### config.mk
export PLATFORM = sky130hd
export DESIGN_NAME = tone_sequencer
export DESIGN_NICKNAME = d
export VERILOG_FILES = /design/src/rtl/tone_sequencer.sv
export SDC_FILE = /design/constraint.sdc
export NUM_CORES = 1
export LEC_CHECK = 0
export CAP_MARGIN = 30
export CORE_MARGIN = 2
export CORE_UTILIZATION = 30
export DETAILED_ROUTE_END_ITERATION = 7
export HOLD_SLACK_MARGIN = 0.02
export PLACE_DENSITY = 0.53
export SLEW_MARGIN = 15
export SYNTH_ARGS = -nofsm -noshare
export SYNTH_HDL_FRONTEND = slang
export SYNTH_SLANG_ARGS = --single-unit
### constraint.sdc
create_clock -name clk -period 4.3 [get_ports clk]
set_clock_uncertainty 0.1 [all_clocks]
set_input_delay 1.29 -clock clk [delete_from_list [all_inputs] [get_ports clk]]
set_output_delay 1.29 -clock clk [all_outputs]
set_load 0.005 [all_outputs]
### src/rtl/tone_sequencer.sv
// tone_sequencer
//   Plays one of four fixed four-note melodies as a square wave. Each note
//   lasts NOTE_CYCLES clocks. The square wave toggles every half_period clocks,
//   using the value from the note table. A half_period of 0 is a rest.
//
// Ports
//   clk         system clock; all state changes on its rising edge
//   reset       synchronous active-high reset
//   enable      level request to play; low returns to idle
//   melody_sel  0 jump, 1 win, 2 lose, 3 silent; latched when play starts
//   sound_out   registered square-wave audio bit
//   busy        registered; high while a melody is playing
//   done        registered one-cycle pulse when the final note ends
module tone_sequencer #(
  parameter int unsigned NOTE_CYCLES = 3_125_000
) (
  input  logic       clk,
  input  logic       reset,
  input  logic       enable,
  input  logic [1:0] melody_sel,
  output logic       sound_out,
  output logic       busy,
  output logic       done
);

  localparam logic [23:0] DUR_LAST = 24'(NOTE_CYCLES - 1);

  typedef enum logic [1:0] {
    IDLE = 2'd0,
    PLAY = 2'd1,
    HOLD = 2'd2
  } state_t;

  state_t      state_reg, state_next;
  logic [1:0]  melody_reg, melody_next;
  logic [1:0]  note_reg, note_next;
  logic [23:0] dur_reg, dur_next;
  logic [15:0] tone_reg, tone_next;
  logic        sound_reg, sound_next;
  logic        busy_reg, busy_next;
  logic        done_reg, done_next;
  logic [15:0] half_period;

  // Note table: half-periods in clk cycles, 0 = rest.
  always_comb begin
    half_period = 16'd0;
    case ({melody_reg, note_reg})
      4'b00_00: half_period = 16'd23889;
      4'b00_01: half_period = 16'd15944;
      4'b01_00: half_period = 16'd23889;
      4'b01_01: half_period = 16'd18960;
      4'b01_10: half_period = 16'd15944;
      4'b01_11: half_period = 16'd11945;
      4'b10_00: half_period = 16'd31888;
      4'b10_01: half_period = 16'd37921;
      4'b10_10: half_period = 16'd47778;
      default:  half_period = 16'd0;
    endcase
  end

  always_ff @(posedge clk) begin
    if (reset) begin
      state_reg  <= IDLE;
      melody_reg <= 2'd0;
      note_reg   <= 2'd0;
      dur_reg    <= 24'd0;
      tone_reg   <= 16'd0;
      sound_reg  <= 1'b0;
      busy_reg   <= 1'b0;
      done_reg   <= 1'b0;
    end else begin
      state_reg  <= state_next;
      melody_reg <= melody_next;
      note_reg   <= note_next;
      dur_reg    <= dur_next;
      tone_reg   <= tone_next;
      sound_reg  <= sound_next;
      busy_reg   <= busy_next;
      done_reg   <= done_next;
    end
  end

  always_comb begin
    state_next  = state_reg;
    melody_next = melody_reg;
    note_next   = note_reg;
    dur_next    = dur_reg;
    tone_next   = tone_reg;
    sound_next  = 1'b0;
    busy_next   = 1'b0;
    done_next   = 1'b0;

    case (state_reg)
      IDLE: begin
        note_next = 2'd0;
        dur_next  = 24'd0;
        tone_next = 16'd0;
        if (enable) begin
          state_next  = PLAY;
          melody_next = melody_sel;
          busy_next   = 1'b1;
        end
      end

      PLAY: begin
        // The end of the last note wins over a simultaneous enable drop.
        // The done pulse is still issued, and HOLD then returns to IDLE.
        if (dur_reg == DUR_LAST && note_reg == 2'd3) begin
          state_next = HOLD;
          done_next  = 1'b1;
          note_next  = 2'd0;
          dur_next   = 24'd0;
          tone_next  = 16'd0;
        end else if (!enable) begin
          state_next = IDLE;
          note_next  = 2'd0;
          dur_next   = 24'd0;
          tone_next  = 16'd0;
        end else begin
          busy_next = 1'b1;
          if (dur_reg == DUR_LAST) begin
            // Note boundary: every note restarts its wave low.
            dur_next  = 24'd0;
            tone_next = 16'd0;
            note_next = note_reg + 2'd1;
          end else begin
            dur_next = dur_reg + 24'd1;
            if (half_period == 16'd0) begin
              tone_next = 16'd0;
            end else if (tone_reg == half_period - 16'd1) begin
              tone_next  = 16'd0;
              sound_next = ~sound_reg;
            end else begin
              tone_next  = tone_reg + 16'd1;
              sound_next = sound_reg;
            end
          end
        end
      end

      HOLD: begin
        if (!enable) begin
          state_next = IDLE;
        end
      end

      default: begin
        state_next = IDLE;
      end
    endcase
  end

  assign sound_out = sound_reg;
  assign busy      = busy_reg;
  assign done      = done_reg;

endmodule

Word-level counts from Yosys, hierarchy flattened
Memories as Yosys holds them, arrays and structs flattened.
Index checks and enable logic that the tools add are counted.
{ "word_totals": {"mem_count": 1, "in_bits": 5, "romBits": 240, "reg_bits": 49, "wordCells": 53, "output_inout_bits": 3} }
{ "mem_list": {"columns": ["name", "depth", "word_bits", "read_ports", "rd_clocked_by_memory_dff", "wr", "line_no", "rtl"], "rows": [
  ["(name not given)", 16, 15, 1, 0, 0, "47", "case ({melody_reg, note_reg})"]
]} }
{ "op_classes": {"n_eq_ne": 7, "mux": 22, "addsub": 4, "bitwise": 3, "reduce_logical": 8} }
{ "op_table": {"columns": ["op", "count"], "rows": [
  ["16-bit two-way mux", 5],
  ["24-bit two-way mux", 3],
  ["24-bit one-hot mux with 2 select lines", 1],
  ["16-bit one-hot mux with 2 select lines", 1],
  ["24-bit by 1-bit adder with 24-bit output, second input constant", 1],
  ["24-bit by 22-bit equality test with 1-bit output, second input constant", 1],
  ["16-bit by 1-bit adder with 16-bit output, second input constant", 1],
  ["16-bit equality test", 1],
  ["16-bit zero test", 1],
  ["16-bit by 1-bit subtractor with 16-bit output, second input constant", 1],
  ["2-bit two-way mux", 6],
  ["2-bit one-hot mux with 3 select lines", 1],
  ["6-bit OR reduction", 1],
  ["2-bit equality test, second input constant", 2],
  ["4-bit != test, second input constant", 1],
  ["2-bit one-hot mux with 2 select lines", 1],
  ["2-bit AND reduction", 2],
  ["1-bit two-way mux", 3],
  ["1-bit inverter", 3],
  ["2-bit by 1-bit adder with 2-bit output, second input constant", 1],
  ["2-bit by 1-bit equality test with 1-bit output, second input constant", 1],
  ["2-bit zero test", 1],
  ["2-bit != test, second input constant", 1],
  ["1-bit one-hot mux with 2 select lines", 1],
  ["other kinds (3)", 3]
]} }

Longest topological paths before layout
An unclocked memory read counts as a cell.
{ "depth": {"depth_word": 9, "depth_mapped": 16, "depth_no_buf": 14} }

Least setup slack after synthesis
Ideal clock, no wire load.
{ "synth_path": {"path_type": "reg2reg", "from": "register note_reg[1]", "to": "register tone_reg[0]", "synth_period_minus_slack_ps": 3335, "path_stages_with_launch": 16, "slack_ps": 965, "setup_time_ps": 121, "arrival_ps": 3114, "cell_sequence": "dfxtp_1 -> buf_2 -> inv_1 -> ha_1 -> mux2i_1 -> o22ai_1 -> inv_1 -> ha_1 -> o21ai_0 -> or4_4 -> o21ai_1 -> nand4b_1 -> nor4_2 -> a21oi_4 -> buf_6 -> mux2_2"} }
{ "synth_via": {"elab_chain_cells": 9} }
{ "synth_lines": {"columns": ["item", "line_no", "rtl"], "rows": [
  ["start: declaration", "36", "logic [1:0] note_reg, note_next;"],
  ["start signal: assignment", "74", "note_reg <= note_next;"],
  ["memory read 16 x 15 bit", null, null],
  ["16-bit by 1-bit subtractor with 16-bit output", "130", "end else if (tone_reg == half_period - 16'd1) begin"],
  ["16-bit equality test", "130", null],
  ["16-bit two-way mux", "130", null],
  ["16-bit two-way mux", "128", "if (half_period == 16'd0) begin"],
  ["16-bit two-way mux", "121", "if (dur_reg == DUR_LAST) begin"],
  ["16-bit two-way mux", "114", "end else if (!enable) begin"],
  ["16-bit two-way mux (*)", "108", "if (dur_reg == DUR_LAST && note_reg == 2'd3) begin"],
  ["16-bit one-hot mux with 2 select lines (*)", "93", "case (state_reg)"],
  ["end signal: assignment", "76", "tone_reg <= tone_next;"],
  ["end: declaration", "38", "logic [15:0] tone_reg, tone_next;"]
]} }
Mark *: on every way between the ends. The rest lies on a longest branch, timed or not.
A chain may end at the register's enable or synchronous reset.

Worst setup path after layout
{ "layout_path": {"from": "register note_reg[1]", "to": "register tone_reg[14]"} }
The elaborated chain is that of the path after synthesis.

==> metrics <==
Yosys reg bits slightly below 50; hold buffer count at cts 0; Hold Path Class register to register; VDD IR-drop max 121 uV; wire length per cell roughly 14 um; share of layout cells above drive strength 1 7.64%; Nets 420; top-area cell type share of the netlist area 31.0%; CP Capture Type register; Flop pwr share approximately 56%; Slew Limit Fails 0; leakage 1.16 nW; syn_area_per_cell ~7.7 um^2; Crit Path Max Fanout 25; CP delay by family, top compound AO/OA/AOI/OAI gates; Warnings, synthesis 0; Clock Tree Root clkbuf_8; Tot GR Track Use 13.7%; Sw Pwr 0.209 mW; Logic pwr share 8.2%; run status completed; Slew @ Worst Pin ~0.64 ns; register area share after synthesis 31.0%; Fill cells 1,096; max FFs per register 24; Max stage delay on crit path 0.65 ns; DR iter-0 viols 227; Pint 0.619 mW; post-cts sizing count 0; Switching Share 25.3%; Worst Path Required 4.41 ns; Place WS 0.337 ns; cell-by-cell trace of the critical path inv_1 > ha_1 > mux2i_1 > o22ai_1 > inv_1 > ha_1 > o21ai_0 > nor4_1 > a31o_2 > a21oi_1 > nor3_1 > a21oi_4 > a21o_1 > a22o_1; Clock Latency Late Sink between 0.3 and 0.4 ns; prevailing post-synth register cell dfxtp_1; PnR worst setup slack around 0.26 ns; total CTS buffers 5; Die Height roughly 110 um; Row Count 37; DIE AREA 11,400 um^2; synth unique cells 57; GP Congestion 0.858; initial core utilization 30.8%; Mapped Cells around 410; first-pass GRT wire length 12.9 mm; Syn Std Cell Area 3160 um^2; min Tclk post-route 4.04 ns; Max Cap Viol 0; final setup fails 0; DP Wirelength 5.30 mm; WP buf/inv 2; DRC viols 0; CTS H-tree depth 2; vias in the first global route roughly 2,800; CTS tree yes; core area 10,300 um^2; Area growth, synth to finish 7.75%; Synth area leader dfxtp_1; Port Buffers 7; RSZ-0062 raised after global routing no; final hold viol count 0; # Post-CTS Setup Buffers 0; Max-slew headroom 57.0%; # diodes 0; clock-pin slew on the worst setup and hold paths 0.10 ns; TritonRoute pass-1 iters 7; critical path's slowest cell dfxtp_1; vias per std cell 5.35; Worst setup SP type register; die width 107 um; WS Path Type register to register; final core utilization 33.2%; clock network power share 36.0%; antenna violations before repair 0; Max clock buf depth 2; Power per Cell Area 243 nW/um^2; Synthesized Nets 424; vias post-DR 2,902; # IOs 8; Worst EP arrival a little over 4 ns; grt ovf 0; Total Wirelength roughly 7.4 mm; Clock Sinks 49; ys async rst share 0%; setup TNS 0 ns; number of synthesized flops with an enable pin 0; period utilisation layout 93.9%; fmax 248 MHz; antenna-violating nets left 0; largest net degree at the start of global routing 38; largest cells by area after synthesis dfxtp_1 31%, o21ai_0 7.8%, xnor2_1 5.0%
cells in the final DEF (no fill, tap or decap), types with 2 or more instances in the layout:
cell,instances
a31o_2,3
nand3b_1,3
dfxtp_1,49
nand3_1,30
o22ai_1,4
a211oi_1,2
o31ai_1,2
and3_1,12
a41oi_1,2
xnor2_1,18
mux2_2,3
and2_1,3
a31oi_1,7
xor2_1,6
nor3b_1,4
or2_2,4
nand2b_1,4
mux2i_1,8
o21ai_0,49
o21ai_1,3
ha_1,10
nor2_1,34
nand2_1,34
clkbuf_8,6
inv_1,12
a21oi_1,25
nor3_1,7
nand4b_1,2
clkdlybuf4s50_1,7
buf_4,5
and4_1,3
nand4_1,8
or3_1,6
a22o_1,6
metrics by stage:
step / power (mW) / hold slack (ns) / instance area [um^2] / std cells
floorplan: 0.526 / 0.330 / 3160 / 409
global placement: 0.539 / 0.345 / 3310 / 534
detailed placement: 0.540 / 0.356 / 3310 / 534
global route: 0.865 / 0.383 / 3410 / 542
CTS: 0.841 / 0.372 / 3410 / 542
finish: 0.828 / 0.374 / 3410 / 542
synth_stat cells, types with 4 or more instances:
library cell / instances
dfxtp_1: 49
o21ai_0: 49
nand2_1: 34
nor2_1: 34
nand3_1: 30
a21oi_1: 25
xnor2_1: 18
and3_1: 12
inv_1: 12
clkbuf_1: 11
ha_1: 10
mux2i_1: 8
nand4_1: 8
a31oi_1: 7
nor3_1: 7
a22o_1: 6
or3_1: 6
xor2_1: 6
buf_2: 5
buf_6: 4
nand2b_1: 4
nor3b_1: 4
o22ai_1: 4
or2_2: 4
logic make-up (layout without fill, tap and decap cells):
kind of cell,count (synthesis),after routing,synth area share [%]
xor gates and xnor gates,24,24,6.64
and+or+nand+nor,166,166,27.5
AOI/OAI and AO/OA,114,114,21.6
muxes,11,11,3.60
adders and majority gates,10,10,3.95
buffers and inverters,35,32,5.65
DFF,49,49,31.0
power groups by stage:
stage	registers, mW	clock network (mW)	logic, mW
after floorplan	0.468	0	0.0574
after global routing	0.462	0.326	0.0763
after CTS	0.461	0.312	0.0679
after global placement	0.472	0	0.0667
final	0.461	0.298	0.0682
after detailed placement	0.472	0	0.0677
path summary, 6_finish.rpt:
check | startpoint | to | slack, ns | depth (start not counted)
hold / removal | dur_reg[17]$_SDFFE_PP0P_ | dur_reg[17]$_SDFFE_PP0P_ | 0.37 | 1
setup / recovery | note_reg[1]$_SDFFE_PP0P_ | tone_reg[14]$_SDFFE_PP0P_ | 0.26 | 14
hold reg to reg | dur_reg[17]$_SDFFE_PP0P_ | dur_reg[17]$_SDFFE_PP0P_ | 0.37 | 1
setup reg to reg | note_reg[1]$_SDFFE_PP0P_ | tone_reg[14]$_SDFFE_PP0P_ | 0.26 | 14
layout make-up:
type	instances	area (um^2)	share of cell area (%)
clock inverters	2	16.3	0.477
well taps	136	170	4.99
repair buffers	12	108	3.16
clock buffers	6	82.6	2.42
inverters	12	45.0	1.32
multi-input cells	325	2010	58.9
flip-flops and latches	49	981	28.8
routing by layer:
metal / part of all wire [%] / vias up / GRT usage (%)
met4: 2.1 / 0 / 4.82
met1: 50 / 1381 / 18.2
li1: - / 1470 / -
met5: 0 / - / 0
met3: 2.6 / 13 / 2.13
met2: 46 / 38 / 22.6
worst reg2reg max path, delay by kind of cell, from the launching register on:
family	cells	cell delay (ns)
AO/OA/AOI/OAI	7	1.29
adder cells (fa/ha/maj)	2	0.55
buffers and inverters	2	0.31
multiplexers	1	0.15
flip-flops	1	0.65
AND/OR/NAND/NOR	2	0.91
Note: power is estimated with default switching activity, not from simulation.
==> edit 1, RTL diff (same settings) <==
Register the output `sound_out` once more, with the module's reset; this adds one clock of latency there. The other outputs are not delayed to match. Comments in the files are not updated.
--- a/src/rtl/tone_sequencer.sv
+++ b/src/rtl/tone_sequencer.sv
@@ -151,5 +151,11 @@
   end
 
-  assign sound_out = sound_reg;
+  always_ff @(posedge clk) begin
+    if (reset) begin
+      sound_out <= '0;
+    end else begin
+      sound_out <= sound_reg;
+    end
+  end
   assign busy      = busy_reg;
   assign done      = done_reg;
Formal check against the unedited RTL: no difference found for any inputs over 10 cycles, from zero or initial values and one cycle with reset high; that may be too few to reach the edited logic, so the function may still have changed.
==> edit 1 against the original RTL <==
- non-clock buffer count grew 6
- routed wire length increased by 8.5%
- sequential cell count grew 1
- fmax up 1.6%
- cell area up 5.1%
- synthesized area grew 2.8%
- first-iteration DRC count decreased by 29%
- setup slack better by 63 ps
- utilization grew 0.32 points
- power is 3.7% higher
- clock power grew 5%
- critical path type unchanged
==> edit 1: results (changes against the original RTL) <==
metric	value	unit	change
ys_types	55		-3.5%
finalMaxSlewViolations	0		unchanged
grt_usage	14.7	%	+0.96 points
yosys-top-cells-area	dfxtp_1 (31%), nor2_1 (5.9%), o21ai_0 (5.5%), xnor2_1 (4.3%), ha_1 (3.8%)		
postCtsSetupBuffers	0		unchanged
drt_first_pass_iters	4		-3
hp-class	reg2reg		
power.leakage	1.33	nW	+15%
worstMarginPinSlew	567	ps	-76.3 ps
clkTransAtPathRegs	100	ps	about the same
dpl.hpwl	5780	um	+9.0%
grt_pass1_wl	13900	um	+8.0%
grt_max_degree	35		-7.9%
synth_warnings	0		unchanged
largest_reg_flops	24		unchanged
placed_cell_area	0.00348	mm^2	+5.1%
cts-resized-gates	0		unchanged
clock_latency	310	ps	about the same
drive_above_1_share	8.13	%	+0.50 points
ys_top_cells_by_count	nor2_1 (51), dfxtp_1 (50), o21ai_0 (36), nand2_1 (33), nand3_1 (21)		
ys.flop_type	dfxtp_1		
irDropWorstVdd	0.136	mV	+13%
numCtsBuffers	5		unchanged
cpLargestDelayFamily	compound AO/OA/AOI/OAI gates		
antenna-diode-count	0		unchanged
wl_per_cell	14.4	um	+5.4%
synthArstFlopShare	0	%	unchanged
final-setup-viol-count	0		unchanged
internal_power	0.647	mW	+4.5%
vias_per_cell	5.29		-1.2%
clock-root-buffer	clkbuf_8		
cp_slowest_cell	dfxtp_1		
critPathMaxFanout	13		-48%
htreeDepth	2		unchanged
place_congestion	0.862		+0.47%
grt_pass1_vias	2845		+3.0%
io_buffers	7		unchanged
antenna_found_initial	0		unchanged
ys_seq_area_share	30.8	%	-0.24 points
fillers	1135		+3.6%
layout.nets	432		+2.9%
cp.arrival	4070	ps	-80 ps
status	finished, final reports clean		
drt_iter0_drc	162		-29%
cp_slowest_stage_delay	570	ps	-80 ps
max-clock-path-buffers	2		unchanged
edit 1: layer usage:
metal | GRT usage, % | wire length, um | vias up
li1 | - | - | 1499
met1 | 18.7 | 3910 | 1401
met2 | 25.4 | 3780 | 38
met3 | 2.11 | 175 | 13
met4 | 4.58 | 171 | 0
met5 | 0 | 0 | -
edit 1: cells by family after synthesis:
kind of cell / share of synthesized area, %
xor+xnor: 8.50
mux: 3.11
fa+ha+maj: 3.84
compound gates: 20.1
buf+inv: 4.19
flops: 30.8
simple gates: 29.5
edit 1: area by class of cell:
type | count | area [um^2] | share of cell area [%]
timing repair buffer | 18 | 153 | 4.26
clock buffer | 7 | 96.3 | 2.69
tap | 140 | 175 | 4.89
sequential | 50 | 1000 | 27.9
inverter | 8 | 30.0 | 0.838
multi-input combinational | 334 | 2120 | 59.1
clock inverter | 1 | 8.76 | 0.244
edit 1: power by group through the flow:
stage	Sequential, mW	Combinational [mW]	Clock, mW
floorplan	0.478	0.0594	0
global placement	0.482	0.0734	0
detailed placement	0.482	0.0736	0
CTS	0.471	0.0741	0.324
global route	0.472	0.0837	0.338
finish	0.471	0.0743	0.313
edit 1: per-stage QoR:
step	cells	hold slack (ps)	utilization (%)	setup WS [ps]	power (mW)
5_1_grt	558	414	33.5	5.35	0.893
4_1_cts	558	396	33.5	359	0.869
6_report	558	398	33.5	325	0.858
3_5_place_dp	550	382	32.5	391	0.555
2_1_floorplan	413	347	-	531	0.537
3_3_place_gp	550	374	32.5	474	0.555
edit 1: worst paths after layout:
| kind | cells after the start | start | slack (ps) | endpoint |
|---|---|---|---|---|
| setup / recovery | 15 | note_reg[0] | 320 | tone_reg[8] |
| hold / removal | 1 | sound_reg | 400 | sound_out |
| setup reg to reg | 15 | note_reg[0] | 320 | tone_reg[8] |
| hold reg to reg | 1 | sound_reg | 400 | sound_out |
==> edit 2, RTL diff (config.mk and constraints unchanged) <==
Made on the original files. Change the parameter `NOTE_CYCLES` from 3_125_000 to 2_097_152.
--- a/src/rtl/tone_sequencer.sv
+++ b/src/rtl/tone_sequencer.sv
@@ -13,5 +13,5 @@
 //   done        registered one-cycle pulse when the final note ends
 module tone_sequencer #(
-  parameter int unsigned NOTE_CYCLES = 3_125_000
+  parameter int unsigned NOTE_CYCLES = 2_097_152
 ) (
   input  logic       clk,
Function: same outputs for any inputs over 10 cycles, from zero or initial values and one cycle with reset high; that may be too few to reach the edited logic, so the function may still have changed.
==> edit 2 against the original RTL <==
- power up 20%
- routed wire length up 16%
- clock power up 50%
- cell count up 8.1%
- cell area up 14%
- largest power group unchanged
- global-route usage up 0.13 points
- fmax up 12%
- highest routed layer unchanged
- setup slack better by 440 ps
- combinational power up 17%
- sequential cell count unchanged
- utilization up 0.74 points
- synthesized area up 11%
- critical endpoint is now tone_reg[2]
==> edit 2: results (changes against the original RTL) <==
metric	value	unit	change
clkTransAtPathRegs	70	ps	-30 ps
clock-root-buffer	clkbuf_16		
power.switching	0.226	mW	+7.9%
yosys-top-cells-area	dfxtp_1 (28%), o21ai_0 (5.8%), nand2_1 (5.3%), nor2_1 (4.3%), ha_1 (3.6%)		
relSlewSlack	53.9	%	-3.1 points
fillers	1230		+12%
ys_seq_area_share	27.9	%	-3.1 points
drc_errors	0		unchanged
synth_warnings	0		unchanged
wirelength	8610	um	+16%
rrSetupSlack	700	ps	+440 ps
ys_top_cells_by_count	nand2_1 (50), dfxtp_1 (49), o21ai_0 (41), nor2_1 (40), nand3_1 (23)		
drt_first_pass_iters	4		-3
drive_above_1_share	10.4	%	+2.7 points
cp.arrival	3640	ps	-510 ps
power.leakage	1.25	nW	+7.5%
antenna-diode-count	0		unchanged
largest_reg_flops	24		unchanged
max-clock-path-buffers	2		unchanged
clock_latency	290	ps	-20 ps
irDropWorstVdd	0.146	mV	+21%
synth_nets	462		+9.0%
htreeDepth	2		unchanged
grt_usage	13.8	%	+0.13 points
cts-resized-gates	0		unchanged
grt_pass1_wl	14500	um	+13%
ys.flop_type	dfxtp_1		
numCtsBuffers	5		unchanged
drt_iter0_drc	178		-22%
vias	3278		+13%
hp-class	reg2reg		
postCtsSetupBuffers	0		unchanged
dpl.hpwl	6140	um	+16%
grt_pass1_vias	2985		+8.0%
status	finished, final reports clean		
place_congestion	0.833		-2.9%
grt_max_degree	31		-18%
synthArstFlopShare	0	%	unchanged
io_buffers	7		unchanged
critPathMaxFanout	13		-48%
antenna_found_initial	0		unchanged
ys_types	76		+33%
[edit 2: cell types whose count changed after synthesis, sizes merged, moves of 6 or more]
cell / change
o211ai: +7
nand2: +16
a221oi: +7
xnor2: -7
nor2: +6
o31ai: +10
a211oi: +6
nand3: -7
a21oi: -11
[edit 2: cell type report]
class,count,area share (%)
multi-input cells,361,61.1
flip-flops and latches,49,25.3
well taps,143,4.62
repair buffers,15,3.68
clock inverters,2,1.00
inverters,11,1.07
clock buffers,5,3.23
[edit 2: logic make-up after synthesis]
group,Yosys count,synth area share [%]
compound gates,131,27.1
xor+xnor,22,5.87
fa+ha+maj,10,3.56
buf+inv,37,5.16
flops,49,27.9
mux,8,2.49
simple gates,190,27.9
[edit 2: per-stage QoR]
step / setup slack, ps / instance area, um^2 / hold slack [ps] / cells / utilization (%)
after floorplan: 962 / 3520 / 339 / 447 / -
after global placement: 619 / 3710 / 361 / 579 / 32.5
after detailed placement: 584 / 3710 / 366 / 579 / 32.5
after CTS: 675 / 3870 / 380 / 586 / 33.9
after global routing: 392 / 3870 / 396 / 586 / 33.9
final: 703 / 3870 / 380 / 586 / 33.9
[edit 2: routing by layer]
| layer | GRT usage, % | share of wire, % | vias to the layer above |
|---|---|---|---|
| met4 | 5.37 | 2.3 | 0 |
| li1 | - | - | 1642 |
| met2 | 22.0 | 45 | 57 |
| met5 | 0 | 0 | - |
| met1 | 19.0 | 50 | 1564 |
| met3 | 1.94 | 2.5 | 15 |
[edit 2: worst max-delay path, cell delays in order, from the launching register on]
cell and delay [ps]:
dfxtp_1 620, nand2b_2 290, o22a_4 200, ha_1 240
ha_1 190, o211ai_1 180, or4b_1 510, o31ai_1 140
a2bb2oi_2 450, nand2_1 170, o2111ai_1 200, o311ai_0 150
[edit 2: final timing paths]
kind / endpoint / depth (start not counted) / startpoint
min: dur_reg[23] / 1 / dur_reg[23]
min reg2reg: dur_reg[23] / 1 / dur_reg[23]
max: tone_reg[2] / 11 / melody_reg[1]
max reg2reg: tone_reg[2] / 11 / melody_reg[1]
[edit 2: power groups by stage]
stage          clock (mW)  combinational, mW  sequential, mW
2_1_floorplan           0             0.0665           0.469
3_3_place_gp            0             0.0787           0.473
3_5_place_dp            0             0.0791           0.473
4_1_cts             0.463             0.0794           0.463
5_1_grt             0.482             0.0875           0.463
6_report            0.447             0.0797           0.463
